### src/rtl/gc_dec8.sv
// ============================================================================
// gc_dec8 -- Gray-code receive decoder
//
// Receive-side companion to the 8-bit Gray-code up/down counter. The Gray
// count arrives from another clock domain or a pin. It is synchronised into
// clk, decoded to binary and each accepted change is classified as one step
// up, one step down, or an illegal jump.
//
// Parameters:
//   WIDTH        width of the Gray input and binary output (min 2)
//   SYNC_STAGES  synchroniser flop depth (min 2)
//
// Ports:
//   clk      in   system clock
//   rstn     in   asynchronous active-low reset
//   gc_in    in   [WIDTH] asynchronous Gray-coded count
//   clr      in   synchronous clear of err and err_cnt
//   bin      out  [WIDTH] decoded binary count, registered
//   bin_vld  out  bin holds a decoded sample
//   step_up  out  one-cycle pulse, accepted value = previous + 1
//   step_dn  out  one-cycle pulse, accepted value = previous - 1
//   err_pls  out  one-cycle pulse, illegal jump detected
//   err      out  sticky error flag
//   err_cnt  out  [8] saturating illegal-jump count
//
// Optional feature (macro GC_DEC8_FILTER_EN):
//   Adds a stability register g_f after the synchroniser. A sample is only
//   accepted when it has been identical for two consecutive cycles. This
//   adds one cycle of latency and one cycle of priming.
// ============================================================================
module gc_dec8 #(
   parameter int WIDTH       = 8,
   parameter int SYNC_STAGES = 2
) (
   input  logic             clk,
   input  logic             rstn,
   input  logic [WIDTH-1:0] gc_in,
   input  logic             clr,
   output logic [WIDTH-1:0] bin,
   output logic             bin_vld,
   output logic             step_up,
   output logic             step_dn,
   output logic             err_pls,
   output logic             err,
   output logic [7:0]       err_cnt
);

`ifdef GC_DEC8_FILTER_EN
   localparam int PRIME_CYC = SYNC_STAGES + 1;
`else
   localparam int PRIME_CYC = SYNC_STAGES;
`endif
   localparam int CNT_W = $clog2(PRIME_CYC + 1);

   typedef enum logic {
      PRIME,
      TRACK
   } state_t;

   state_t                              state;
   logic [CNT_W-1:0]                    prime_cnt;
   logic [SYNC_STAGES-1:0][WIDTH-1:0]   sync;
   logic [WIDTH-1:0]                    g_s;
   logic [WIDTH-1:0]                    d;
   logic [WIDTH-1:0]                    delta;
   logic                                accept;

   // Plain flop chain per bit; nothing may sit between stages so that each
   // bit gets the full metastability settling time.
   always_ff @(posedge clk or negedge rstn) begin
      if (!rstn) begin
         sync <= '0;
      end else begin
         sync <= {sync[SYNC_STAGES-2:0], gc_in};
      end
   end

   assign g_s = sync[SYNC_STAGES-1];

`ifdef GC_DEC8_FILTER_EN
   logic [WIDTH-1:0] g_f;

   // One-cycle delayed copy of the synchronised value; a sample that differs
   // from its predecessor may be a mid-transition capture and is ignored.
   always_ff @(posedge clk or negedge rstn) begin
      if (!rstn) begin
         g_f <= '0;
      end else begin
         g_f <= g_s;
      end
   end

   assign accept = (g_s == g_f);
`else
   assign accept = 1'b1;
`endif

   // Gray to binary: each binary bit is the XOR of all Gray bits at or above
   // its position. Written as a reduction of a shifted copy so no bit of d
   // feeds back into the same block.
   always_comb begin
      d = '0;
      for (int i = 0; i < WIDTH; i++) begin
         d[i] = ^(g_s >> i);
      end
   end

   // Modulo difference between the new decoded value and the held one;
   // +1 and all-ones (-1) are the only legal non-zero steps.
   assign delta = d - bin;

   // Control FSM with all outputs registered. PRIME lets the synchroniser
   // flush after reset before the first value is trusted. TRACK classifies
   // every accepted sample and always reloads bin, so a jump resynchronises.
   always_ff @(posedge clk or negedge rstn) begin
      if (!rstn) begin
         state     <= PRIME;
         prime_cnt <= '0;
         bin       <= '0;
         bin_vld   <= 1'b0;
         step_up   <= 1'b0;
         step_dn   <= 1'b0;
         err_pls   <= 1'b0;
         err       <= 1'b0;
         err_cnt   <= '0;
      end else begin
         step_up <= 1'b0;
         step_dn <= 1'b0;
         err_pls <= 1'b0;

         // A clear in the same cycle as an illegal jump is overridden by the
         // error assignments further down, so the error is never lost.
         if (clr) begin
            err     <= 1'b0;
            err_cnt <= '0;
         end

         case (state)
            PRIME: begin
               if (prime_cnt == CNT_W'(PRIME_CYC)) begin
                  bin     <= d;
                  bin_vld <= 1'b1;
                  state   <= TRACK;
               end else begin
                  prime_cnt <= prime_cnt + CNT_W'(1);
               end
            end

            TRACK: begin
               if (accept) begin
                  bin <= d;
                  if (delta == WIDTH'(1)) begin
                     step_up <= 1'b1;
                  end else if (delta == '1) begin
                     step_dn <= 1'b1;
                  end else if (delta != '0) begin
                     err_pls <= 1'b1;
                     err     <= 1'b1;
                     if (clr) begin
                        err_cnt <= 8'd1;
                     end else if (err_cnt != 8'hFF) begin
                        err_cnt <= err_cnt + 8'd1;
                     end
                  end
               end
            end

            default: begin
               state <= PRIME;
            end
         endcase
      end
   end

endmodule

### config.mk
export PLATFORM = sky130hd
export DESIGN_NAME = gc_dec8
export DESIGN_NICKNAME = d
export VERILOG_FILES = /design/src/rtl/gc_dec8.sv
export SDC_FILE = /design/constraint.sdc
export NUM_CORES = 1
export LEC_CHECK = 0
export ABC_AREA = 1
export BUFFER_PORTS_ARGS = -buffer_cell sky130_fd_sc_hd__buf_2
export CORE_AREA = 2 2 81 52
export DETAILED_ROUTE_END_ITERATION = 10
export DIE_AREA = 0 0 83 54
export HOLD_SLACK_MARGIN = 0.06
export MAX_ROUTING_LAYER = met4
export PLACE_DENSITY = 0.82
export SLEW_MARGIN = 20
export SYNTH_ARGS = -nofsm -noshare
export SYNTH_HDL_FRONTEND = slang
export SYNTH_SLANG_ARGS = --single-unit
### constraint.sdc
create_clock -name clk -period 5.3 [get_ports clk]
set_clock_uncertainty 0.05 [all_clocks]
set_input_delay 0.53 -clock clk [delete_from_list [all_inputs] [get_ports clk]]
set_output_delay 0.53 -clock clk [all_outputs]
set_load 0.03 [all_outputs]
Word-level counts from Yosys, hierarchy flattened

Cells that the tools add are included.

Register bits: 40
Bits of input ports: 11
Output and inout port bits: 21
Logic and storage cells: 57

Add/sub/neg operators: 3
Equality and inequality tests: 5
Multiplexer cells: 25
Bitwise logic cells: 2
Reductions and logical operators: 11

Operators with widths:

| cell                | number |
|---|---|
| $mux 8              | 8 |
| $reduce_xor 8->1    | 8 |
| $mux 1              | 16 |
| $pmux 8 s2          | 1 |
| $add 8x1->8 const B | 1 |
| $eq 8x1->1 const B  | 1 |
| $eq 8x8->1 const B  | 1 |
| $ne 8x8->1 const B  | 1 |
| $reduce_bool 8->1   | 1 |
| $sub 8x8->8         | 1 |
| $reduce_and 2->1    | 2 |
| $add 2x1->2 const B | 1 |
| $eq 2x2->1 const B  | 1 |
| $ne 2x2->1 const B  | 1 |
| $not 1->1           | 2 |

Longest topological paths before layout

Gate-level depths: netlist (run 1).

Depth after elaboration: 7
Mapped depth: 22
Depth with buffers taken out: 22

Worst setup path after synthesis (run 1)

Ideal clock, no wire load.

Path kind: reg2reg
Start: register sync (netlist bit g_s[7])
End: register err_cnt[0]
Setup time: 0.117 ns
Arrival: 3.003 ns
Data required time: 5.133 ns
Slack: 2.131 ns
Cell stages (with the launch flop): 23
Path buffers: 1
Period minus slack after synthesis: 3.169 ns
Cell sequence: dfrtp_1 > or2_4 > nand2_4 > inv_1 > or2_2 > nand2_1 > xor2_1 > ha_1 > inv_1 > fa_1 > nand2_1 > nand3_2 > nand3_2 > nand2_1 > nand2_1 > nand2_1 > nor2_1 > nand3_2 > nand2_2 > nor2_4 > buf_6 > nand3b_1 > nand2_1

Word-level cells in the longest chain between the ends: 7
Elaborated cells between the ends (all ways): 16
Classes of those cells: add/sub: 1; eq/ne: 2; mux: 4; reduce/logical: 9

Ends and longest elaborated chain:

| item                   | line | source |
|---|---|---|
| from (decl)            | 62   | `logic [SYNC_STAGES-1:0][WIDTH-1:0] sync;` |
| from (signal assigned) | 74   | `sync <= {sync[SYNC_STAGES-2:0], gc_in};` |
| $reduce_xor 8->1 (*)   | 104  | `d[i] = ^(g_s >> i);` |
| net d[6]               | 64   | `logic [WIDTH-1:0] d;` |
| $sub 8x8->8 (*)        | 110  | `assign delta = d - bin;` |
| $reduce_bool 8->1      | 156  | `end else if (delta != '0) begin` |
| $mux 8                 | 156  |  |
| $mux 8                 | 154  | `end else if (delta == '1) begin` |
| $mux 8 (*)             | 152  | `if (delta == WIDTH'(1)) begin` |
| $mux 8 (*)             | 138  | `case (state)` |
| to (signal assigned)   | 162  | `err_cnt <= err_cnt + 8'd1;` |
| to (decl)              | 45   | `output logic [7:0] err_cnt` |

The timed path passes the listed nets; every way through them passes the cells marked *.
A chain may end at the register's enable or synchronous reset.

Worst setup path after layout (run 1)

Start: register sync (netlist bit g_s[7])
End: register err_cnt[4]

Same word-level chain as after synthesis.

==> results of run 1 <==
==> worst max-delay path, cell delays in order (launching register included) <==
cell and delay [ns]:
dfrtp_1 0.42, or2_4 0.27, nand2_4 0.08, inv_1 0.06, or2_2 0.29, nand2_1 0.10
xor2_1 0.24, ha_1 0.19, inv_1 0.05, fa_1 0.39, nand2_1 0.10, nand3_2 0.10
nand3b_1 0.09, nand2_1 0.09, nand3_1 0.08, nor2_1 0.06, nand2_2 0.09, nand2_2 0.08
nor2_4 0.28, inv_1 0.11, nor2_1 0.11, nor2_1 0.05
==> flip-flops by register name, summed over array words and instances (netlist names) <==
register,cells
bin,8
bin_vld,1
err,1
err_cnt,8
err_pls,1
g_s,8
prime_cnt,2
state,1
step_dn,1
step_up,1
sync,8
==> report_power, final <==
group          total, mW  internal, mW  switching [mW]
Clock              0.260         0.154           0.106
Combinational      0.415         0.136           0.279
Sequential         0.361         0.337          0.0240
Total               1.04         0.627           0.410
==> logic make-up after synthesis <==
logic type / Yosys count / share of synthesized area (%)
AO/OA/AOI/OAI: 26 / 6.41
XOR/XNOR: 12 / 5.84
adder cells (fa/ha/maj): 11 / 6.64
buffers and inverters: 45 / 8.13
flip-flops: 40 / 45.8
AND/OR/NAND/NOR: 131 / 27.1
==> synthesized netlist by cell type <==
cell type   n
o32ai_1     1
or2_2       1
nor2_2      1
nor2_1     21
inv_1      40
buf_6       1
clkbuf_1    1
dfrtp_1    40
o21ai_0    10
xnor2_2     1
o21ai_1     5
nand3_1    14
buf_2       1
fa_1        1
a21oi_2     1
inv_2       2
a21o_1      1
xor2_1      6
nand2_4     1
xnor2_1     3
nand3_2     4
nand2_1    73
nand2_2     5
xor2_2      2
or2_0       1
or2_4       1
a21oi_1     8
nor2_4      1
ha_1       10
nand4_1     3
nor3_1      3
nand3b_1    2
==> final cells by class <==
class	count	area [um^2]	share of cell area (%)
repair buffers	31	155	6.20
inverters	42	158	6.30
clock buffers	6	82.6	3.30
multi-input cells	180	1010	40.2
clock inverters	2	38.8	1.55
flip-flops and latches	40	1000	40.0
well taps	50	62.6	2.50
==> layout by cell type, fill, tap and decap left out <==
cell / netlist / layout
a21o_1: 1 / 1
a21oi_1: 8 / 8
a21oi_2: 1 / 1
buf_2: 1 / 31
bufinv_16: 0 / 1
clkbuf_8: 0 / 6
clkinv_4: 0 / 1
dfrtp_1: 40 / 40
fa_1: 1 / 1
ha_1: 10 / 10
inv_1: 40 / 40
inv_2: 2 / 2
nand2_1: 73 / 73
nand2_2: 5 / 5
nand2_4: 1 / 1
nand3_1: 14 / 14
nand3_2: 4 / 4
nand3b_1: 2 / 2
nand4_1: 3 / 3
nor2_1: 21 / 21
nor2_2: 1 / 1
nor2_4: 1 / 1
nor3_1: 3 / 3
o21ai_0: 10 / 10
o21ai_1: 5 / 5
o32ai_1: 1 / 1
or2_0: 1 / 1
or2_2: 1 / 1
or2_4: 1 / 1
xnor2_1: 3 / 3
xnor2_2: 1 / 1
xor2_1: 6 / 6
xor2_2: 2 / 2
==> worst max-delay path by stage <==
stage,end,slack (ns),depth (start not counted)
global route,err_cnt[4],1.55,21
detailed placement,err_cnt[4],1.86,21
global placement,err_cnt[4],1.97,21
finish,err_cnt[4],1.83,21
floorplan,err_cnt[0],2.13,22
CTS,err_cnt[4],1.85,21
==> per-layer routing <==
layer | global-route usage (%) | wire (um) | vias to the layer above
li1 | - | - | 895
met1 | 27.6 | 2180 | 780
met2 | 31.2 | 1750 | 36
met3 | 5.37 | 226 | 4
met4 | 4.92 | 21 | 0
met5 | - | 0 | -
==> stage by stage <==
stage                     instance area (um^2)  total power, mW  cells
after global placement                    2380            0.758    343
after global routing                      2500             1.10    351
after CTS                                 2500             1.04    351
after floorplan                           2180            0.678    265
final                                     2500             1.04    351
after detailed placement                  2380            0.774    343
==> flow_summary.toml, run 1 <==
[run_status]
status = "complete, no violations"

[global_route]
grt_pass1_vias = 1555
grtUsageTotal_pct = 20.4
grt_max_degree = 41
grt_pass1_wl_um = 6880
antenna_found_initial = 0
grt_remaining_overflow = 0

[clock_network]
clk_pin_slew_ns = 0.08
clock_sink_count = 40
cts_setup_buffers = 0
clkLatencyLatePin_ns = 0.29
post_cts_resized = 0
cts_tree = "done"
cts_hold_buf = 0
cts_made_buffers = 5
root_buffer = "clkbuf_8"
cts-htree-levels = 2
cts.path.max_buffers = 2

[route]
drtPass1Iterations = 4
wl_per_cell_um = 11.9
vias_per_cell = 4.89
drtIter0Drc = 78
drt_wl_total_um = 4170
final_antenna_net_count = 0
vias = 1715
drc = 0

[die]
start_util_pct = 56.7
coreArea_um2 = 3850
ios = 32
die-area_um2 = 4480
die_h_um = 54
placement_rows = 18
die_w_um = 83

[layout]
antennaDiodeCount = 0
drive_above_1_share_pct = 19.6
area_delta_synth_final_pct = 14.6
layout.nets = 322
final_util_pct = 65.0
num-fill-cells = 320

[sta]
hold_violations = 0
fin_crit_ns = 3.47
fmax_ghz = 0.288
slew_headroom_pct = 38.7
setup_ws_ns = 1.83
worstMarginPinSlew_ns = 0.915
fin_setup_tns_ns = 0
layout_worst_path_cycle_share_pct = 65.5
slew_viol_final = 0
whs_ns = 0.290
setup_violations = 0
rsz0062_at_grt = "no"

[critical_path]
crit_type = "reg -> reg"
worstPathMaxFanout = 13
startpoint = "g_s[7]"
ff2ff_setup_slack_ns = 1.83
r2r_start = "g_s[7]"
cp.required_ns = 5.44
cp-start-kind = "flip-flop"
rr_worst_depth = 21
worstPathArrival_ns = 3.61
endpoint_kind = "flip-flop"
r2r_end = "err_cnt[4]"

[placement]
port_buffers = 31
dp_hpwl_um = 3170
routabilityCongestion = 0.830
dpl_worst_slack_ns = 1.86

[pwr]
irDropWorstVdd_uv = 239
power.density_nw_per_um2 = 414
leakage_nw = 1.33

[synthesis]
ys_ff_latch = 40
syn_nets = 287
yosysWarnings = 0
yosys.area.top_type_share_pct = 45.8
syn_area_um2 = 2180
synth_area_per_cell_um2 = 8.24
yosys.area.top_type = "dfrtp_1"
ys_types = 32
synth_area_leaders = "dfrtp_1, nand2_1, inv_1"
ys_seq_area_share_pct = 45.8
synthCells = 265

[flow_run]
maxCapViolations = 0

[hold_path]
hold_class = "in -> async"
Note: power is estimated with default switching activity, not from simulation.
==> run 2: changes to the inputs <==
==> config.mk (replaced) <==
export PLATFORM = sky130hd
export DESIGN_NAME = gc_dec8
export DESIGN_NICKNAME = d
export VERILOG_FILES = /design/src/rtl/gc_dec8.sv
export SDC_FILE = /design/constraint.sdc
export NUM_CORES = 1
export LEC_CHECK = 0
export ABC_AREA = 0
export BUFFER_PORTS_ARGS = -buffer_cell sky130_fd_sc_hd__buf_2
export CORE_AREA = 2 2 84 54
export DETAILED_ROUTE_END_ITERATION = 10
export DIE_AREA = 0 0 86 56
export HOLD_SLACK_MARGIN = 0.06
export MAX_ROUTING_LAYER = met4
export PLACE_DENSITY = 0.73
export SLEW_MARGIN = 20
export SYNTH_ARGS = -nofsm -noshare
export SYNTH_HDL_FRONTEND = slang
export SYNTH_SLANG_ARGS = --single-unit
==> constraint.sdc (replaced) <==
create_clock -name clk -period 3.16 [get_ports clk]
set_clock_uncertainty 0.05 [all_clocks]
set_input_delay 0.316 -clock clk [delete_from_list [all_inputs] [get_ports clk]]
set_output_delay 0.316 -clock clk [all_outputs]
set_load 0.03 [all_outputs]
==> run 2 against run 1 <==
Net effect:
- the flow now finishes with violations (setup timing)
- first-iteration DRC count up 9.0%
- final area is 6.7% higher
- largest power group unchanged
- synthesized cell count shrank 34%
- highest routed layer unchanged
==> flow_summary.toml, run 2 <==
[run_status]
status = "complete, but fails checks"
violations = "setup timing"

[critical_path]
worst_path_most_repeated_cell = "xor2_2"
cpLargestDelayFamily = "XOR/XNOR gates"
cp.required_ns = 3.30
crit_chain = "xor2_2 > xor2_2 > xnor2_2 > xnor2_4 > xnor2_2 > xor2_2 > ha_2 > inv_2 > fa_2 > a211oi_2 > nor2_1 > xor2_1 > nand3_2 > o31a_1 > buf_4 > and3_4 > mux2_4"
max_stage_delay_ns = 0.40
crit_type = "reg -> reg"
worstPathArrival_ns = 4.07
crit_buf_inv = 2
endpoint_kind = "flip-flop"
cpMaxStageDelayCell = "dfrtp_1"
cp-start-kind = "flip-flop"
worstPathMaxFanout = 3

[synthesis]
yosysMostFrequentCell = "dfrtp_1"
syn_area_um2 = 1940
synth_area_per_cell_um2 = 11.0
synth_area_leaders = "dfrtp_1, ha_1, xor2_1"
yosysWarnings = 0
yosys.area.top_type_share_pct = 51.5
ys_types = 43
synthCells = 176
synth_edf_count = 0
synth_top_flop_cell = "dfrtp_1"
syn_nets = 198
yosys.area.top_type = "dfrtp_1"
ys_ff_latch = 40
synth_common_cells = "dfrtp_1, nor2_1, inv_1"
ys_seq_area_share_pct = 51.5
synth-async-reset-ratio_pct = 100

[pwr]
leakage_nw = 1.30
power.density_nw_per_um2 = 713
irDropWorstVdd_uv = 325

[die]
ios = 32
start_util_pct = 48.7
die_w_um = 86
placement_rows = 18
coreArea_um2 = 3990
die_h_um = 56
die-area_um2 = 4820

[hold_path]
hold_class = "in -> async"

[placement]
routabilityCongestion = 0.795
dpl_worst_slack_ns = -0.850
port_buffers = 31
dp_hpwl_um = 3000

[global_route]
grt_remaining_overflow = 0
grt_max_degree = 41
grt_pass1_wl_um = 7020
grt_pass1_vias = 1459
grtUsageTotal_pct = 19.5
antenna_found_initial = 0

[sta]
setup_ws_ns = -0.772
fin_setup_tns_ns = -7.33
hold_violations = 0
fin_crit_ns = 3.93
whs_ns = 0.0687
worstMarginPinSlew_ns = 0.850
slew_headroom_pct = 43.3
setup_violations = 12
rsz0062_at_grt = "yes"
layout_worst_path_cycle_share_pct = 124
slew_viol_final = 0
fmax_ghz = 0.254

[layout]
drive_above_1_share_pct = 40.6
mostFrequentLayoutCells = "dfrtp_1, buf_2, buf_4"
final_common_cell = "dfrtp_1"
layout.nets = 273
area_delta_synth_final_pct = 37.5
final_util_pct = 67.0
antennaDiodeCount = 0

[route]
drc = 0
final_antenna_net_count = 0
drtIter0Drc = 85
drtPass1Iterations = 4
drt_wl_total_um = 4400
vias_per_cell = 5.11
wl_per_cell_um = 14.6
vias = 1537

[clock_network]
cts_made_buffers = 5
root_buffer = "clkbuf_8"
clock_sink_count = 40
cts_tree = "done"
cts.path.max_buffers = 2
clk_pin_slew_ns = 0.08
clkLatencyLatePin_ns = 0.30
cts-htree-levels = 2

[flow_run]
maxCapViolations = 0
[run 2: kinds of logic after synthesis]
group / after synthesis / synth area share (%)
DFF: 40 / 51.5
adders and majority gates: 11 / 7.47
xor gates and xnor gates: 16 / 9.72
AOI/OAI and AO/OA: 33 / 11.6
buffers and inverters: 17 / 3.35
muxes: 3 / 1.67
and+or+nand+nor: 56 / 14.7
[run 2: area by class of cell]
class                   count  area, um^2
well taps                  50        62.6
fillers                   292        1320
multi-input cells         119         982
clock buffers               5        68.8
repair buffers             71         492
inverters                  14        52.6
clock inverters             2        12.5
flip-flops and latches     40        1000
[run 2: final timing paths]
kind	endpoint	slack, ns	cells after the start	from
worst max-delay path	err_cnt[3]	-0.77	17	g_s[6]
worst min-delay path	sync[3]	0.07	1	rstn
worst max register to register	err_cnt[3]	-0.77	17	g_s[6]
worst min register to register	g_s[6]	0.30	0	sync[6]
max in group asynchronous	bin[1]	2.45	1	rstn
min in group clk	sync[0]	0.08	1	gc_in[0]
[run 2: metal layers]
| metal | track usage, % | part of all wire (%) |
|---|---|---|
| met1 | 27.7 | 49 |
| met4 | 8.16 | 1.3 |
| met2 | 26.5 | 45 |
| met5 | - | 0 |
| met3 | 4.90 | 4.6 |
[run 2: stage by stage]
step | power [mW] | area (um^2) | std cells
floorplan | 1.12 | 1970 | 176
global placement | 1.45 | 2360 | 280
detailed placement | 1.46 | 2360 | 280
CTS | 1.86 | 2560 | 293
global route | 2.03 | 2670 | 301
finish | 1.90 | 2670 | 301
[run 2: what timing repair did]
item                                   CTS  global route
setup buffers                            7             2
cloned                                   0             0
gates resized for setup                 16             7
hold buffers                             0             7
endpoints found under the hold margin    0             7
pin swaps                               16             9
setup endpoints to repair               12            12
[run 2: report_power, final]
group	switching [mW]	total [mW]	internal, mW
registers	0.0507	0.617	0.566
clock network	0.174	0.323	0.149
logic	0.516	0.965	0.449
total	0.741	1.90	1.16
==> run 3: changes to the inputs <==
--- a/config.mk
+++ b/config.mk
@@ -7,12 +7,14 @@
 export LEC_CHECK = 0
 export ABC_AREA = 0
 export BUFFER_PORTS_ARGS = -buffer_cell sky130_fd_sc_hd__buf_2
-export CORE_AREA = 2 2 84 54
+export CELL_PAD_IN_SITES_DETAIL_PLACEMENT = 0
+export CELL_PAD_IN_SITES_GLOBAL_PLACEMENT = 1
+export CORE_AREA = 2 2 95 60
 export DETAILED_ROUTE_END_ITERATION = 10
-export DIE_AREA = 0 0 86 56
+export DIE_AREA = 0 0 97 62
 export HOLD_SLACK_MARGIN = 0.06
 export MAX_ROUTING_LAYER = met4
-export PLACE_DENSITY = 0.73
+export PLACE_DENSITY_LB_ADDON = 0.1
 export SLEW_MARGIN = 20
 export SYNTH_ARGS = -nofsm -noshare
 export SYNTH_HDL_FRONTEND = slang
==> run 3 against run 2 <==
Net effect:
- the run still ends with setup timing left
- clock power up 28%
- power is 6.1% higher
- first-iteration DRC count is 18% lower
- sequential share of layout area shrank 0.11 points
- critical path depth stayed put
- combinational power rose by 3.1%
- flip-flop and latch count unchanged
- final cell count increased by 4.7%
- critical path type unchanged
==> flow_summary.toml, run 3 (same netlist as run 2, synthesis figures left out) <==
[sta]
worstMarginPinSlew_ns = 0.862
setup_ws_ns = -0.696
fin_crit_ns = 3.86
layout_worst_path_cycle_share_pct = 122
slew_headroom_pct = 42.5
rsz0062_at_grt = "yes"
fmax_ghz = 0.259
setup_violations = 12
hold_violations = 0
slew_viol_final = 0

[layout]
area_delta_synth_final_pct = 37.9
num-fill-cells = 464
final_common_cell = "dfrtp_1"
layout.nets = 267
finalNonFillerCells = 315
final_util_pct = 50.7
drive_above_1_share_pct = 42.3
fin_area_um2 = 2680
antennaDiodeCount = 0
mostFrequentLayoutCells = "dfrtp_1, buf_4, buf_2"

[clock_network]
cts.path.max_buffers = 2
cts-htree-levels = 2
clk_pin_slew_ns = 0.08
root_buffer = "clkbuf_8"
clkLatencyLatePin_ns = 0.29
cts_made_buffers = 5
cts_tree = "done"
clock_sink_count = 40
cts_hold_buf = 0

[critical_path]
worstPathMaxFanout = 3
r2r_end = "err_cnt[2]"
cpMaxStageDelayCell = "dfrtp_1"
crit_type = "reg -> reg"
worst_path_most_repeated_cell = "xor2_2"
worstPathArrival_ns = 3.98
cp.required_ns = 3.29
crit_chain = "xor2_2 > xor2_2 > xnor2_2 > xnor2_4 > xnor2_2 > xor2_2 > ha_2 > inv_2 > fa_2 > a211oi_2 > nor2_1 > xor2_1 > nor4_2 > nand4_1 > buf_4 > nand4_1 > mux2_4"
max_stage_delay_ns = 0.41
crit_buf_inv = 2
ff2ff_setup_slack_ns = -0.70
cpLargestDelayFamily = "XOR/XNOR gates"
rr_worst_depth = 17
r2r_start = "g_s[6]"
endpoint_kind = "flip-flop"
cp-start-kind = "flip-flop"

[run_status]
status = "complete, but fails checks"
violations = "setup timing"

[flow_run]
maxCapViolations = 0

[global_route]
grt_pass1_wl_um = 6980
grt_pass1_vias = 1375
grt_remaining_overflow = 0
grt_max_degree = 41
grtUsageTotal_pct = 15.6
antenna_found_initial = 0

[route]
wl_met3_um = 215
drtPass1Iterations = 4
route.layer.met1.wl_um = 2200
drtIter0Drc = 70
drc = 0
vias_per_cell = 4.66
final_antenna_net_count = 0
vias = 1469
top_layer = "met4"
wl_per_cell_um = 13.5
drt_wl_total_um = 4250
met2_length_um = 1800

[die]
die_w_um = 97
placement_rows = 21
ios = 32
die-area_um2 = 6010
start_util_pct = 36.8
die_h_um = 62
coreArea_um2 = 5280

[placement]
dp_hpwl_um = 3060
port_buffers = 31
dpl.cell_count = 300
dpl_worst_slack_ns = -0.864
routabilityCongestion = 0.862
dpl_cell_area_um2 = 2390

[pwr]
power.density_nw_per_um2 = 754
irDropWorstVdd_uv = 217
leakage_nw = 1.29
total_power_mw = 2.02

[hold_path]
hold_class = "in -> async"
-- run 3: routing by layer --
layer	up-vias	track usage [%]
li1	739	-
met1	696	22.3
met2	29	22.0
met3	5	4.36
met4	0	3.62
met5	-	-
-- run 3: worst max path at each step --
stage,cells past startpoint,from,slack (ns),to
final,17,g_s[6],-0.70,err_cnt[2]
after global routing,17,g_s[6],-0.90,err_cnt[1]
after CTS,17,g_s[6],-0.70,err_cnt[2]
after detailed placement,16,g_s[6],-0.86,err_cnt[3]
after global placement,16,g_s[6],-0.72,err_cnt[2]
after floorplan,16,g_s[7],-0.84,err_cnt[3]
-- run 3: final cells by class --
type,count,area (um^2),share of cell area [%]
clock inverters,3,42.5,1.59
multi-input cells,119,1010,37.7
repair buffers,65,418,15.6
clock buffers,5,68.8,2.57
flip-flops and latches,40,1000,37.4
well taps,69,86.3,3.22
inverters,14,52.6,1.96
-- run 3: what timing repair did --
| item | 4_1_cts | 5_1_grt |
|---|---|---|
| pin swaps | 16 | 14 |
| setup endpoints to repair | 12 | 12 |
| buffers inserted | 7 | 1 |
| resized for setup | 16 | 6 |
| endpoints found under the hold margin | 0 | 0 |
-- run 3: metrics by stage --
step / hold WS, ns / TNS [ns]
after global routing: 0.0608 / -9.15
final: 0.0760 / -6.74
after detailed placement: 0.287 / -8.46
after global placement: 0.283 / -7.00
after floorplan: -0.0296 / -7.28
after CTS: 0.0664 / -6.87
-- run 3: power breakdown --
group,switching (mW),internal (mW),leakage (nW),total [mW]
clock network,0.180,0.234,0.0541,0.413
registers,0.0470,0.566,0.472,0.613
logic,0.530,0.465,0.765,0.995
total,0.757,1.26,1.29,2.02
